--- src/rtl/input_conditioner_pkg.sv ---
`default_nettype none
// ============================================================================
//  Module      : input_conditioner_pkg
//  Description : Shared types, idle levels and width helpers for the board
//                button/slider input conditioner.
//  Revision    : 1.0 - initial release
// ============================================================================
package input_conditioner_pkg;

    // Level each output holds while released/idle and after reset.
    localparam logic BTN_IDLE = 1'b1;   // KEY pins are active-low
    localparam logic SW_IDLE  = 1'b0;

    // Per-bit debounce state.
    typedef enum logic [0:0] {
        ST_STABLE  = 1'b0,
        ST_PENDING = 1'b1
    } db_state_e;

    // Bits needed for a 0..div-1 prescaler.
    function automatic int presc_width(input int div);
        return (div <= 2) ? 1 : $clog2(div);
    endfunction

    // Bits needed to hold 0..ticks so the tick counter can never wrap.
    function automatic int cnt_width(input int ticks);
        return (ticks < 1) ? 1 : $clog2(ticks + 1);
    endfunction

endpackage
`default_nettype wire

--- src/rtl/debounce_bit.sv ---
`default_nettype none
// ============================================================================
//  Module      : debounce_bit
//  Description : Debounces one synchronised input bit. A change is accepted
//                only after it has persisted for DEBOUNCE_TICKS prescaler
//                ticks; any return to the committed level restarts it.
//                Emits one-cycle rise/fall pulses aligned with the new level.
//  Revision    : 1.0 - initial release
// ============================================================================
module debounce_bit
    import input_conditioner_pkg::*;
#(
    parameter logic RESET_LEVEL    = 1'b0,
    parameter int   DEBOUNCE_TICKS = 10
) (
    input  logic clk_clk,
    input  logic reset_reset,
    input  logic din_sync,
    input  logic tick,
    output logic level,
    output logic rise,
    output logic fall
);

    localparam int             C_CNT_W = cnt_width(DEBOUNCE_TICKS);
    // Count value at which the next tick completes the window.
    localparam logic [C_CNT_W-1:0] C_CNT_LAST = C_CNT_W'(DEBOUNCE_TICKS - 1);

    db_state_e            state_q, state_d;
    logic [C_CNT_W-1:0]   cnt_q, cnt_d;
    logic                 level_q, level_d;
    logic                 rise_q, rise_d;
    logic                 fall_q, fall_d;
    logic                 w_differ;
    logic                 w_commit;

    assign w_differ = (din_sync != level_q);

    // State, counter, committed level and event pulses.
    always_ff @(posedge clk_clk or posedge reset_reset) begin
        if (reset_reset) begin
            state_q <= ST_STABLE;
            cnt_q   <= '0;
            level_q <= RESET_LEVEL;
            rise_q  <= 1'b0;
            fall_q  <= 1'b0;
        end else begin
            state_q <= state_d;
            cnt_q   <= cnt_d;
            level_q <= level_d;
            rise_q  <= rise_d;
            fall_q  <= fall_d;
        end
    end

    // Next state: enter PENDING on a difference, count ticks, commit on the last one.
    always_comb begin
        state_d  = state_q;
        cnt_d    = cnt_q;
        w_commit = 1'b0;
        case (state_q)
            ST_STABLE: begin
                if (w_differ) begin
                    state_d = ST_PENDING;
                    cnt_d   = '0;
                end
            end
            ST_PENDING: begin
                if (!w_differ) begin
                    // Glitch: input came back before the window completed.
                    state_d = ST_STABLE;
                    cnt_d   = '0;
                end else if (tick) begin
                    if (cnt_q == C_CNT_LAST) begin
                        w_commit = 1'b1;
                        state_d  = ST_STABLE;
                        cnt_d    = '0;
                    end else begin
                        cnt_d = cnt_q + C_CNT_W'(1);
                    end
                end
            end
            default: begin
                state_d = ST_STABLE;
                cnt_d   = '0;
            end
        endcase
    end

    // Outputs: the commit updates the level and fires the matching edge pulse together.
    always_comb begin
        level_d = w_commit ? din_sync : level_q;
        rise_d  = w_commit &  din_sync;
        fall_d  = w_commit & ~din_sync;
    end

    assign level = level_q;
    assign rise  = rise_q;
    assign fall  = fall_q;

endmodule
`default_nettype wire

--- src/rtl/input_conditioner.sv ---
`default_nettype none
// ============================================================================
//  Module      : input_conditioner
//  Description : Synchronises and debounces board KEY/SW pins ahead of the
//                SOPC PIO inputs; produces press/release and slider-change
//                event pulses. One shared prescaler paces all bits.
//  Revision    : 1.0 - initial release
// ============================================================================
module input_conditioner
    import input_conditioner_pkg::*;
#(
    parameter int NUM_BUTTONS    = 2,
    parameter int NUM_SLIDERS    = 10,
    parameter int TICK_DIV       = 50000,  // >= 2
    parameter int DEBOUNCE_TICKS = 10      // >= 1
) (
    input  logic                   clk_clk,
    input  logic                   reset_reset,
    input  logic [NUM_BUTTONS-1:0] key_n_raw,
    input  logic [NUM_SLIDERS-1:0] sw_raw,
    output logic [NUM_BUTTONS-1:0] push_button_export,
    output logic [NUM_SLIDERS-1:0] sliders_export,
    output logic [NUM_BUTTONS-1:0] button_press,
    output logic [NUM_BUTTONS-1:0] button_release,
    output logic                   slider_change
);

    localparam int                   C_PRESC_W    = presc_width(TICK_DIV);
    localparam logic [C_PRESC_W-1:0] C_PRESC_LAST = C_PRESC_W'(TICK_DIV - 1);

    logic [NUM_BUTTONS-1:0] key_meta_q, key_sync_q;
    logic [NUM_SLIDERS-1:0] sw_meta_q, sw_sync_q;
    logic [C_PRESC_W-1:0]   presc_q, presc_d;
    logic                   w_tick;
    logic [NUM_SLIDERS-1:0] w_sw_rise, w_sw_fall;

    // Two-flop synchronisers; reset to the idle level so no event follows reset.
    always_ff @(posedge clk_clk or posedge reset_reset) begin
        if (reset_reset) begin
            key_meta_q <= {NUM_BUTTONS{BTN_IDLE}};
            key_sync_q <= {NUM_BUTTONS{BTN_IDLE}};
            sw_meta_q  <= {NUM_SLIDERS{SW_IDLE}};
            sw_sync_q  <= {NUM_SLIDERS{SW_IDLE}};
        end else begin
            key_meta_q <= key_n_raw;
            key_sync_q <= key_meta_q;
            sw_meta_q  <= sw_raw;
            sw_sync_q  <= sw_meta_q;
        end
    end

    // Free-running prescaler shared by every bit; tick on the last count.
    always_ff @(posedge clk_clk or posedge reset_reset) begin
        if (reset_reset) begin
            presc_q <= '0;
        end else begin
            presc_q <= presc_d;
        end
    end

    assign w_tick = (presc_q == C_PRESC_LAST);

    // Prescaler next count: wrap to zero right after the tick.
    always_comb begin
        presc_d = w_tick ? '0 : presc_q + C_PRESC_W'(1);
    end

    generate
        for (genvar i = 0; i < NUM_BUTTONS; i++) begin : g_btn
            // Active-low button: 1->0 is a press, 0->1 a release.
            debounce_bit #(
                .RESET_LEVEL    (BTN_IDLE),
                .DEBOUNCE_TICKS (DEBOUNCE_TICKS)
            ) u_db (
                .clk_clk     (clk_clk),
                .reset_reset (reset_reset),
                .din_sync    (key_sync_q[i]),
                .tick        (w_tick),
                .level       (push_button_export[i]),
                .rise        (button_release[i]),
                .fall        (button_press[i])
            );
        end

        for (genvar j = 0; j < NUM_SLIDERS; j++) begin : g_sw
            debounce_bit #(
                .RESET_LEVEL    (SW_IDLE),
                .DEBOUNCE_TICKS (DEBOUNCE_TICKS)
            ) u_db (
                .clk_clk     (clk_clk),
                .reset_reset (reset_reset),
                .din_sync    (sw_sync_q[j]),
                .tick        (w_tick),
                .level       (sliders_export[j]),
                .rise        (w_sw_rise[j]),
                .fall        (w_sw_fall[j])
            );
        end
    endgenerate

    // Commits landing in the same cycle collapse into a single pulse.
    assign slider_change = |(w_sw_rise | w_sw_fall);

endmodule
`default_nettype wire
--- config.mk ---
export PLATFORM = sky130hd
export DESIGN_NAME = input_conditioner
export DESIGN_NICKNAME = d
export VERILOG_FILES = /design/src/rtl/input_conditioner_pkg.sv /design/src/rtl/debounce_bit.sv /design/src/rtl/input_conditioner.sv
export SDC_FILE = /design/constraint.sdc
export NUM_CORES = 1
export LEC_CHECK = 0
export CORE_MARGIN = 4
export CORE_UTILIZATION = 56
export DETAILED_ROUTE_END_ITERATION = 12
export HOLD_SLACK_MARGIN = 0.08
export PLACE_DENSITY = 0.75
export SYNTH_ARGS = -nofsm -noshare
export SYNTH_HDL_FRONTEND = slang
export SYNTH_SLANG_ARGS = --single-unit
--- constraint.sdc ---
create_clock -name clk_clk -period 5.92 [get_ports clk_clk]
set_input_delay 1.776 -clock clk_clk [delete_from_list [all_inputs] [get_ports clk_clk]]
set_output_delay 1.776 -clock clk_clk [all_outputs]
set_load 0.02 [all_outputs]
==> flow_metrics.py, run 1 <==
metrics = {
    "status": {
        "status": "finished, final reports clean",
    },
    "drt": {
        "post_drt_wl_per_cell_microns": 15.2,
        "viasPerCell": 5.86,
        "dr.first_iter.drc_count": 288,
        "drc": 0,
        "routed_wl_mm": 11.6,
        "ant_nets": 0,
        "vias": 4451,
        "dr.pass1.iters": 4,
    },
    "logic_synthesis": {
        "synthFlopType": "dfrtp_1",
        "synth_seq_cells": 136,
        "yosys.area.top_type": "dfrtp_1",
        "synth-edff-count": 0,
        "synth-xor-area-share_pct": 3.19,
        "seq_area_frac_synth_pct": 54.0,
        "yosys_warnings": 0,
        "muxShareOfSynthArea_pct": 3.11,
        "synth_top_family_by_area": "simple AND/OR/NAND/NOR gates",
        "yosysUniqueCellTypes": 41,
        "synth-simple-area-share_pct": 20.9,
        "avgSynthCellArea_sq_um": 10.8,
        "async_reset_ff_share_pct": 100,
        "synth-compound-area-share_pct": 9.77,
        "syn_area_sq_mm": 0.00631,
        "synthCells": 583,
        "synthTopCellsByArea": "dfrtp_1 (52%), ha_1 (5.0%), nand3_1 (3.6%)",
        "synth_nets": 622,
        "synthAdderAreaFrac_pct": 4.96,
        "synth_top_area_share_pct": 51.5,
    },
    "timing": {
        "period_share_pct": 62.9,
        "final_max_slew_viol_count": 0,
        "hold_violations": 0,
        "slew_headroom_pct": 30.7,
        "fin_crit_ns": 3.73,
        "tns_ns": 0,
        "hold_slack_ns": 0.347,
        "worstMarginPinSlew_ns": 1.04,
        "timing.fmax_mhz": 268,
        "setup_viol": 0,
        "rsz0062_at_grt": "no",
        "finClkSkew_ns": 0.00631,
    },
    "placed_design": {
        "gp_congestion": 0.808,
        "dp_hpwl_mm": 7.74,
        "place_area_sq_mm": 0.00665,
        "numPortBuffers": 30,
    },
    "critical_path": {
        "slowest_stage": "clkdlybuf4s50_1",
        "cp.required_ns": 4.14,
        "max_stage_delay_ns": 0.55,
        "start_kind": "register",
        "crit_chain": "nor4_1 -> and3_1 -> nand3_1 -> clkdlybuf4s50_1",
        "crit_fanout": 1,
        "crit_path_end_kind": "output pin",
        "critPathKind": "register to output pin",
        "critical_path_arrival_ns": 1.95,
    },
    "cts": {
        "cts.htree.levels": 4,
        "insertion_delay_ns": 0.41,
        "clk_pin_slew_ns": 0.06,
        "cts.repair.resized": 0,
        "hold_buffers": 0,
        "cts.sinks": 136,
        "postCtsSetupBuffers": 0,
        "max-clock-path-buffers": 2,
        "cts_tree": "built",
        "cts_buffers": 17,
        "root_buffer": "clkbuf_16",
    },
    "final_layout": {
        "multiInputGateArea_sq_mm": 0.00265,
        "seq_area_sq_mm": 0.00341,
        "nNetsFinal": 647,
        "mostFrequentLayoutCell": "dfrtp_1",
        "drive_above_1_share_pct": 10.0,
        "nFillCells": 829,
        "insertedDiodeCount": 0,
        "fin_area_sq_mm": 0.00725,
        "layout_common_cells": "dfrtp_1 (130), nand2_1 (55), nand3_1 (46), nor2_1 (31), clkdlybuf4s50_1 (30)",
        "area_growth_pct": 14.8,
    },
    "pwr": {
        "peakVddDrop_mv": 0.308,
        "leakagePower_nw": 3.15,
        "p_per_area_mw_per_mm2": 285,
    },
    "global_route": {
        "antenna_found_initial": 0,
        "gr-usage-all-layers_pct": 19.9,
        "grt-ovfl-total": 0,
        "grt_pass1_wl_mm": 20.6,
        "grt_pass1_vias": 4558,
        "grt_max_degree": 86,
    },
    "floorplan": {
        "start_util_pct": 57.7,
        "num_rows": 38,
        "die_w_microns": 114,
        "coreArea_sq_mm": 0.0109,
        "ioPinCount": 31,
        "die-area_sq_mm": 0.0130,
        "dieHeight_microns": 114,
    },
    "job": {
        "cap_violations": 0,
    },
    "worst_hold_path": {
        "hold_class": "register to register",
    },
}
==> worst max-delay path, delay by kind of cell (launching register included) <==
family                 cells  cell delay [ns]
AND/OR/NAND/NOR            3             0.62
buffers and inverters      1             0.55
flip-flops                 1             0.36
==> flip-flops by register name (all words and copies together), names as in the netlist, 8 cells and up <==
| name | cells |
|---|---|
| sw_sync_q | 10 |
| presc_q | 16 |
| g_sw.u_db.level | 10 |
| g_btn.u_db.cnt_q | 8 |
| g_sw.u_db.state_q | 10 |
| g_sw.u_db.fall | 10 |
| sw_meta_q | 10 |
| g_sw.u_db.rise | 10 |
| g_sw.u_db.cnt_q | 40 |
==> worst paths after layout <==
check                                                      to  cells after the start  slack, ns                        start
max in group asynchronous   g_sw[7].u_db.cnt_q[2]$_DFFE_PP0P_                      3       3.13                  reset_reset
hold / removal                         sw_sync_q[6]$_DFF_PP0_                      0       0.35       sw_meta_q[6]$_DFF_PP0_
hold reg to reg                        sw_sync_q[6]$_DFF_PP0_                      0       0.35       sw_meta_q[6]$_DFF_PP0_
min in group asynchronous  g_btn[0].u_db.cnt_q[3]$_DFFE_PP0P_                      2       1.97                  reset_reset
setup / recovery                                slider_change                      4       2.19  g_sw[5].u_db.rise$_DFF_PP0_
setup reg to reg                  g_sw[3].u_db.fall$_DFF_PP0_                      6       3.31         presc_q[0]$_DFF_PP0_
==> routing by layer <==
metal	GRT usage [%]	vias to the layer above	part of all wire [%]
met5	0	-	0
met4	6.57	0	1.0
met3	6.98	11	3.6
met2	32.2	89	50
met1	25.1	2205	45
li1	-	2146	-
==> logic make-up after synthesis <==
family	count (synthesis)
DFF	136
buffers and inverters	47
AOI/OAI and AO/OA	94
and+or+nand+nor	240
muxes	18
xor gates and xnor gates	23
adders and majority gates	25
==> Yosys cell counts, types with 6 or more instances <==
cell	instances
nor3b_1	24
o221ai_1	12
dfstp_2	6
xnor2_1	7
and2_1	26
mux2_2	13
and3b_1	6
o22ai_1	8
o21ai_0	17
buf_4	18
nor2_1	31
inv_1	19
or3_1	6
nand2_1	55
o211ai_1	13
nand3_1	46
or2_2	6
o41ai_1	11
xor2_1	16
a21oi_1	24
ha_1	25
or4_1	14
dfrtp_1	130
==> metrics by stage <==
step                util [%]  instances  worst slack (ns)  power (mW)
floorplan                  -        583             0.514        1.00
global placement        60.8        729              2.64        1.02
detailed placement      60.8        729              2.60        1.03
CTS                     66.3        760              2.17        2.09
global route            66.3        760              2.04        2.14
finish                  66.3        760              2.19        2.06
==> power breakdown <==
part	internal (mW)	switching, mW	leakage [nW]	total [mW]
clock network	0.671	0.383	0.282	1.05
logic	0.0190	0.0375	1.08	0.0565
registers	0.944	0.0103	1.79	0.954
==> final cells by class <==
class	count	share of cell area, %
flip-flops and latches	136	47.1
multi-input cells	400	36.6
repair buffers	34	4.73
well taps	140	2.42
inverters	19	1.02
clock buffers	20	6.16
clock inverters	11	2.05
(Power assumes the default switching activity.)
==> run 2: changes to the inputs <==
==> constraint.sdc (replaced) <==
create_clock -name clk_clk -period 3.5 [get_ports clk_clk]
set_input_delay 1.05 -clock clk_clk [delete_from_list [all_inputs] [get_ports clk_clk]]
set_output_delay 1.05 -clock clk_clk [all_outputs]
set_load 0.02 [all_outputs]
==> flow_metrics.py, run 2 (synthesis results as in run 1) <==
metrics = {
    "drt": {
        "viasPerCell": 5.75,
        "drc": 0,
        "post_drt_wl_per_cell_microns": 15.2,
        "vias": 4382,
        "dr.first_iter.drc_count": 202,
        "routed_wl_mm": 11.6,
        "ant_nets": 0,
        "dr.pass1.iters": 4,
    },
    "pwr": {
        "p_per_area_mw_per_mm2": 480,
        "leakagePower_nw": 3.15,
        "peakVddDrop_mv": 0.471,
        "power_mw": 3.48,
    },
    "cts": {
        "hold_buffers": 0,
        "clk_pin_slew_ns": 0.06,
        "cts.sinks": 136,
        "postCtsSetupBuffers": 0,
        "cts_tree": "built",
        "cts.repair.resized": 0,
        "cts_buffers": 17,
        "root_buffer": "clkbuf_16",
        "cts.htree.levels": 4,
        "max-clock-path-buffers": 2,
        "insertion_delay_ns": 0.42,
    },
    "critical_path": {
        "cp.required_ns": 2.45,
        "critPathKind": "register to output pin",
        "crit_fanout": 1,
        "start_kind": "register",
        "crit_path_end_kind": "output pin",
        "critical_path_arrival_ns": 1.89,
    },
    "floorplan": {
        "dieHeight_microns": 114,
        "coreArea_sq_mm": 0.0109,
        "die_w_microns": 114,
        "die-area_sq_mm": 0.0130,
        "ioPinCount": 31,
        "start_util_pct": 57.7,
        "num_rows": 38,
    },
    "timing": {
        "final_max_slew_viol_count": 0,
        "fin_crit_ns": 2.94,
        "slew_headroom_pct": 52.2,
        "finClkSkew_ns": 0.00810,
        "period_share_pct": 84.0,
        "timing.fmax_mhz": 340,
        "hold_slack_ns": 0.350,
        "setup_viol": 0,
        "hold_violations": 0,
        "rsz0062_at_grt": "no",
        "tns_ns": 0,
        "worstMarginPinSlew_ns": 0.718,
    },
    "global_route": {
        "gr-usage-all-layers_pct": 19.5,
        "antenna_found_initial": 0,
        "grt_max_degree": 137,
        "grt_pass1_vias": 4471,
        "grt-ovfl-total": 0,
        "grt_pass1_wl_mm": 20.4,
    },
    "status": {
        "status": "finished, final reports clean",
    },
    "placed_design": {
        "numPortBuffers": 30,
        "place_area_sq_mm": 0.00666,
        "dp_hpwl_mm": 7.60,
        "gp_congestion": 0.866,
    },
    "final_layout": {
        "largest_reg_flops": 40,
        "largest_registers": "g_sw.u_db.cnt_q x40, presc_q x16",
        "layout_common_cells": "dfrtp_1 (130), nand2_1 (55), nand3_1 (46), nor2_1 (31), clkdlybuf4s50_1 (30)",
        "insertedDiodeCount": 0,
        "area_growth_pct": 15.0,
        "mostFrequentLayoutCell": "dfrtp_1",
        "largest_register": "g_sw.u_db.cnt_q",
        "fin_area_sq_mm": 0.00726,
        "drive_above_1_share_pct": 10.5,
        "nNetsFinal": 648,
    },
    "worst_hold_path": {
        "hold_class": "register to register",
    },
    "job": {
        "cap_violations": 0,
    },
}
run 2: worst max-delay path, cell delays in order, from the launching register on:
cell             delay [ns]
dfrtp_1                0.36
nor4_1                 0.27
and3_1                 0.21
nand3_1                0.09
clkdlybuf4s50_1        0.56
run 2: per-stage QoR:
| step | instances | util, % | setup slack (ns) |
|---|---|---|---|
| 2_1_floorplan | 583 | - | 0.762 |
| 3_3_place_gp | 730 | 60.9 | 0.954 |
| 3_5_place_dp | 730 | 60.9 | 0.950 |
| 4_1_cts | 762 | 66.4 | 0.493 |
| 5_1_grt | 762 | 66.4 | 0.438 |
| 6_report | 762 | 66.4 | 0.560 |
run 2: worst paths after layout:
path / startpoint / endpoint / slack [ns] / cells past startpoint
worst max-delay path: g_sw[7].u_db.rise$_DFF_PP0_ / slider_change / 0.56 / 4
worst min-delay path: sw_meta_q[1]$_DFF_PP0_ / sw_sync_q[1]$_DFF_PP0_ / 0.35 / 0
worst max register to register: presc_q[0]$_DFF_PP0_ / g_sw[1].u_db.cnt_q[3]$_DFFE_PP0P_ / 0.92 / 6
worst min register to register: sw_meta_q[1]$_DFF_PP0_ / sw_sync_q[1]$_DFF_PP0_ / 0.35 / 0
max in group asynchronous: reset_reset / g_btn[0].u_db.cnt_q[3]$_DFFE_PP0P_ / 1.78 / 3
min in group asynchronous: reset_reset / g_sw[1].u_db.cnt_q[0]$_DFFE_PP0P_ / 1.17 / 3
run 2: layer usage:
| layer | track usage [%] | share of wire [%] |
|---|---|---|
| met4 | 6.41 | 0.80 |
| met2 | 32.0 | 50 |
| met1 | 24.9 | 47 |
| met3 | 5.60 | 2.9 |
| met5 | 0 | 0 |
run 2: report_power, final:
part           internal, mW  switching [mW]
Clock                  1.09           0.677
Sequential             1.60          0.0181
Combinational        0.0321          0.0641
run 2: layout make-up:
class | instances | area (sq um)
clock buffer | 20 | 457
timing repair buffer | 35 | 350
inverter | 19 | 75.1
tap | 140 | 175
fill | 840 | 3680
sequential | 136 | 3410
multi-input combinational | 400 | 2650
clock inverter | 12 | 143
==> run 3: changes to the inputs <==
--- a/config.mk
+++ b/config.mk
@@ -6,10 +6,10 @@
 export NUM_CORES = 1
 export LEC_CHECK = 0
 export CORE_MARGIN = 4
-export CORE_UTILIZATION = 56
+export CORE_UTILIZATION = 54
 export DETAILED_ROUTE_END_ITERATION = 12
 export HOLD_SLACK_MARGIN = 0.08
-export PLACE_DENSITY = 0.75
+export PLACE_DENSITY = 0.76
 export SYNTH_ARGS = -nofsm -noshare
 export SYNTH_HDL_FRONTEND = slang
 export SYNTH_SLANG_ARGS = --single-unit
==> constraint.sdc (replaced) <==
create_clock -name clk_clk -period 2.52 [get_ports clk_clk]
set_input_delay 0.756 -clock clk_clk [delete_from_list [all_inputs] [get_ports clk_clk]]
set_output_delay 0.756 -clock clk_clk [all_outputs]
set_load 0.02 [all_outputs]
==> flow_metrics.py, run 3 (synthesis results as in run 1) <==
metrics = {
    "floorplan": {
        "start_util_pct": 55.3,
        "die-area_sq_mm": 0.0135,
        "coreArea_sq_mm": 0.0114,
        "ioPinCount": 31,
        "dieHeight_microns": 116,
        "die_w_microns": 116,
        "num_rows": 39,
    },
    "job": {
        "cap_violations": 0,
    },
    "global_route": {
        "use_met3_pct": 5.65,
        "grt-ovfl-total": 0,
        "gr-usage-all-layers_pct": 19.4,
        "grt_max_degree": 103,
        "grt_pass1_wl_mm": 20.6,
        "grt_pass1_vias": 4634,
        "grt_use_met1_pct": 23.5,
        "grt_util_met2_pct": 32.6,
        "busiest_layer": "met2",
        "antenna_found_initial": 0,
    },
    "drt": {
        "viasPerCell": 5.91,
        "drc": 0,
        "ant_nets": 0,
        "dr.first_iter.drc_count": 331,
        "dr.pass1.iters": 4,
        "vias": 4524,
        "routed_wl_mm": 11.6,
        "post_drt_wl_per_cell_microns": 15.2,
    },
    "final_layout": {
        "largest_registers": "g_sw.u_db.cnt_q x40, presc_q x16",
        "mostFrequentLayoutCell": "dfrtp_1",
        "insertedDiodeCount": 0,
        "drive_above_1_share_pct": 10.6,
        "area_growth_pct": 14.8,
        "fin_area_sq_mm": 0.00725,
        "layout_common_cells": "dfrtp_1 (130), nand2_1 (55), nand3_1 (46), nor2_1 (31), clkdlybuf4s50_1 (29)",
        "largest_register": "g_sw.u_db.cnt_q",
        "largest_reg_flops": 40,
        "nNetsFinal": 649,
    },
    "timing": {
        "worstMarginPinSlew_ns": 0.543,
        "period_share_pct": 95.1,
        "hold_violations": 0,
        "timing.fmax_mhz": 417,
        "setup_viol": 0,
        "rsz0062_at_grt": "no",
        "slew_headroom_pct": 63.5,
        "hold_slack_ns": 0.346,
        "final_max_slew_viol_count": 0,
        "tns_ns": 0,
        "fin_crit_ns": 2.40,
        "finClkSkew_ns": 0.00771,
    },
    "critical_path": {
        "crit_fanout": 1,
        "crit_path_end_kind": "output pin",
        "r2r_cells": 6,
        "max_stage_delay_ns": 0.37,
        "slowest_stage": "dfrtp_1",
        "cp.required_ns": 1.76,
        "r2r_end": "g_sw[5].u_db.level$_DFFE_PP0P_",
        "regToRegStartpoint": "presc_q[0]$_DFF_PP0_",
        "critPathKind": "register to output pin",
        "critPathBufInv": 1,
        "critical_path_arrival_ns": 1.64,
        "crit_chain": "nor4_1 -> and3_1 -> nand3_1 -> clkdlybuf4s15_1",
        "cp_top_family": "simple AND/OR/NAND/NOR gates",
        "start_kind": "register",
        "regToRegSetupSlack_ns": 0.46,
    },
    "cts": {
        "cts.htree.levels": 4,
        "cts.sinks": 136,
        "clk_pin_slew_ns": 0.06,
        "postCtsSetupBuffers": 0,
        "insertion_delay_ns": 0.42,
        "cts_tree": "built",
        "root_buffer": "clkbuf_16",
        "max-clock-path-buffers": 2,
        "cts_buffers": 17,
    },
    "placed_design": {
        "gp_congestion": 0.836,
        "place_area_sq_mm": 0.00668,
        "dp_hpwl_mm": 7.74,
        "numPortBuffers": 30,
    },
    "pwr": {
        "peakVddDrop_mv": 0.601,
        "p_sw_mw": 1.07,
        "p_per_area_mw_per_mm2": 649,
        "seqPwrFrac_pct": 47.7,
        "leakagePower_nw": 3.16,
        "power_mw": 4.70,
        "intPower_mw": 3.63,
        "pwr-share-comb_pct": 2.9,
        "swShare_pct": 22.8,
        "clkPwrFrac_pct": 49.5,
    },
    "worst_hold_path": {
        "hold_path.startpoint": "sw_meta_q[2]$_DFF_PP0_",
        "hold_class": "register to register",
        "holdPathStages": 0,
        "hold-path-endpoint": "sw_sync_q[2]$_DFF_PP0_",
    },
    "status": {
        "status": "finished, final reports clean",
    },
}
==> run 3: changes by cell type in the layout (fill, tap and decap cells not counted), sizes merged <==
| cell | previous run | this run |
|---|---|---|
| clkinvlp | 5 | 2 |
| inv | 20 | 22 |
| buf | 5 | 6 |
| clkinv | 4 | 7 |
| clkdlybuf4s15 | 0 | 1 |
| bufinv | 2 | 1 |
| clkdlybuf4s50 | 30 | 29 |
| clkbuf | 20 | 19 |
==> run 3: power by group through the flow <==
stage	clock network [mW]	registers [mW]	logic, mW
3_5_place_dp	0	2.28	0.137
4_1_cts	2.38	2.24	0.138
2_1_floorplan	0	2.27	0.0868
6_report	2.33	2.24	0.134
5_1_grt	2.48	2.25	0.154
3_3_place_gp	0	2.28	0.132
==> run 3: layout make-up <==
class / count / area [sq um]
Timing Repair Buffer: 36 / 370
Sequential cell: 136 / 3410
Clock inverter: 13 / 123
Multi-Input combinational cell: 400 / 2660
Tap cell: 143 / 179
Fill cell: 902 / 4170
Clock buffer: 19 / 433
Inverter: 19 / 75.1
==> run 3: worst reg2reg max path, cell delays in order (launching register included) <==
cell	delay, ns
dfrtp_1	0.40
ha_1	0.22
and3_1	0.22
and4_1	0.22
buf_4	0.32
nand3_1	0.24
mux2_2	0.32
==> run 3: through the flow <==
stage / setup slack (ns) / utilization, % / std cells
floorplan: 0.0758 / - / 583
global placement: 0.276 / 58.5 / 734
detailed placement: 0.257 / 58.5 / 734
CTS: 0.0200 / 63.4 / 766
global route: 0.000212 / 63.5 / 766
finish: 0.125 / 63.5 / 766
==> run 3: timing repair <==
item	CTS	global route
endpoints found under the setup margin	1	1
hold buffers	0	0
resized for setup	1	2
gates cloned	0	0
==> run 3: worst max-delay path by stage <==
stage	slack (ns)	cells after the start	start	end
4_1_cts	0.02	4	g_sw[5].u_db.rise$_DFF_PP0_	slider_change
2_1_floorplan	0.08	1	reset_reset	g_btn[0].u_db.cnt_q[0]$_DFFE_PP0P_
6_report	0.12	4	g_sw[5].u_db.rise$_DFF_PP0_	slider_change
3_5_place_dp	0.26	4	g_sw[5].u_db.rise$_DFF_PP0_	slider_change
5_1_grt	0.0002	4	g_sw[7].u_db.rise$_DFF_PP0_	slider_change
3_3_place_gp	0.28	4	g_sw[5].u_db.rise$_DFF_PP0_	slider_change
==> run 3: metal layers <==
metal / share of wire (%) / up-vias
met5: 0 / -
met4: 1.9 / 0
met3: 4.8 / 24
met2: 51 / 123
met1: 43 / 2227
li1: - / 2150
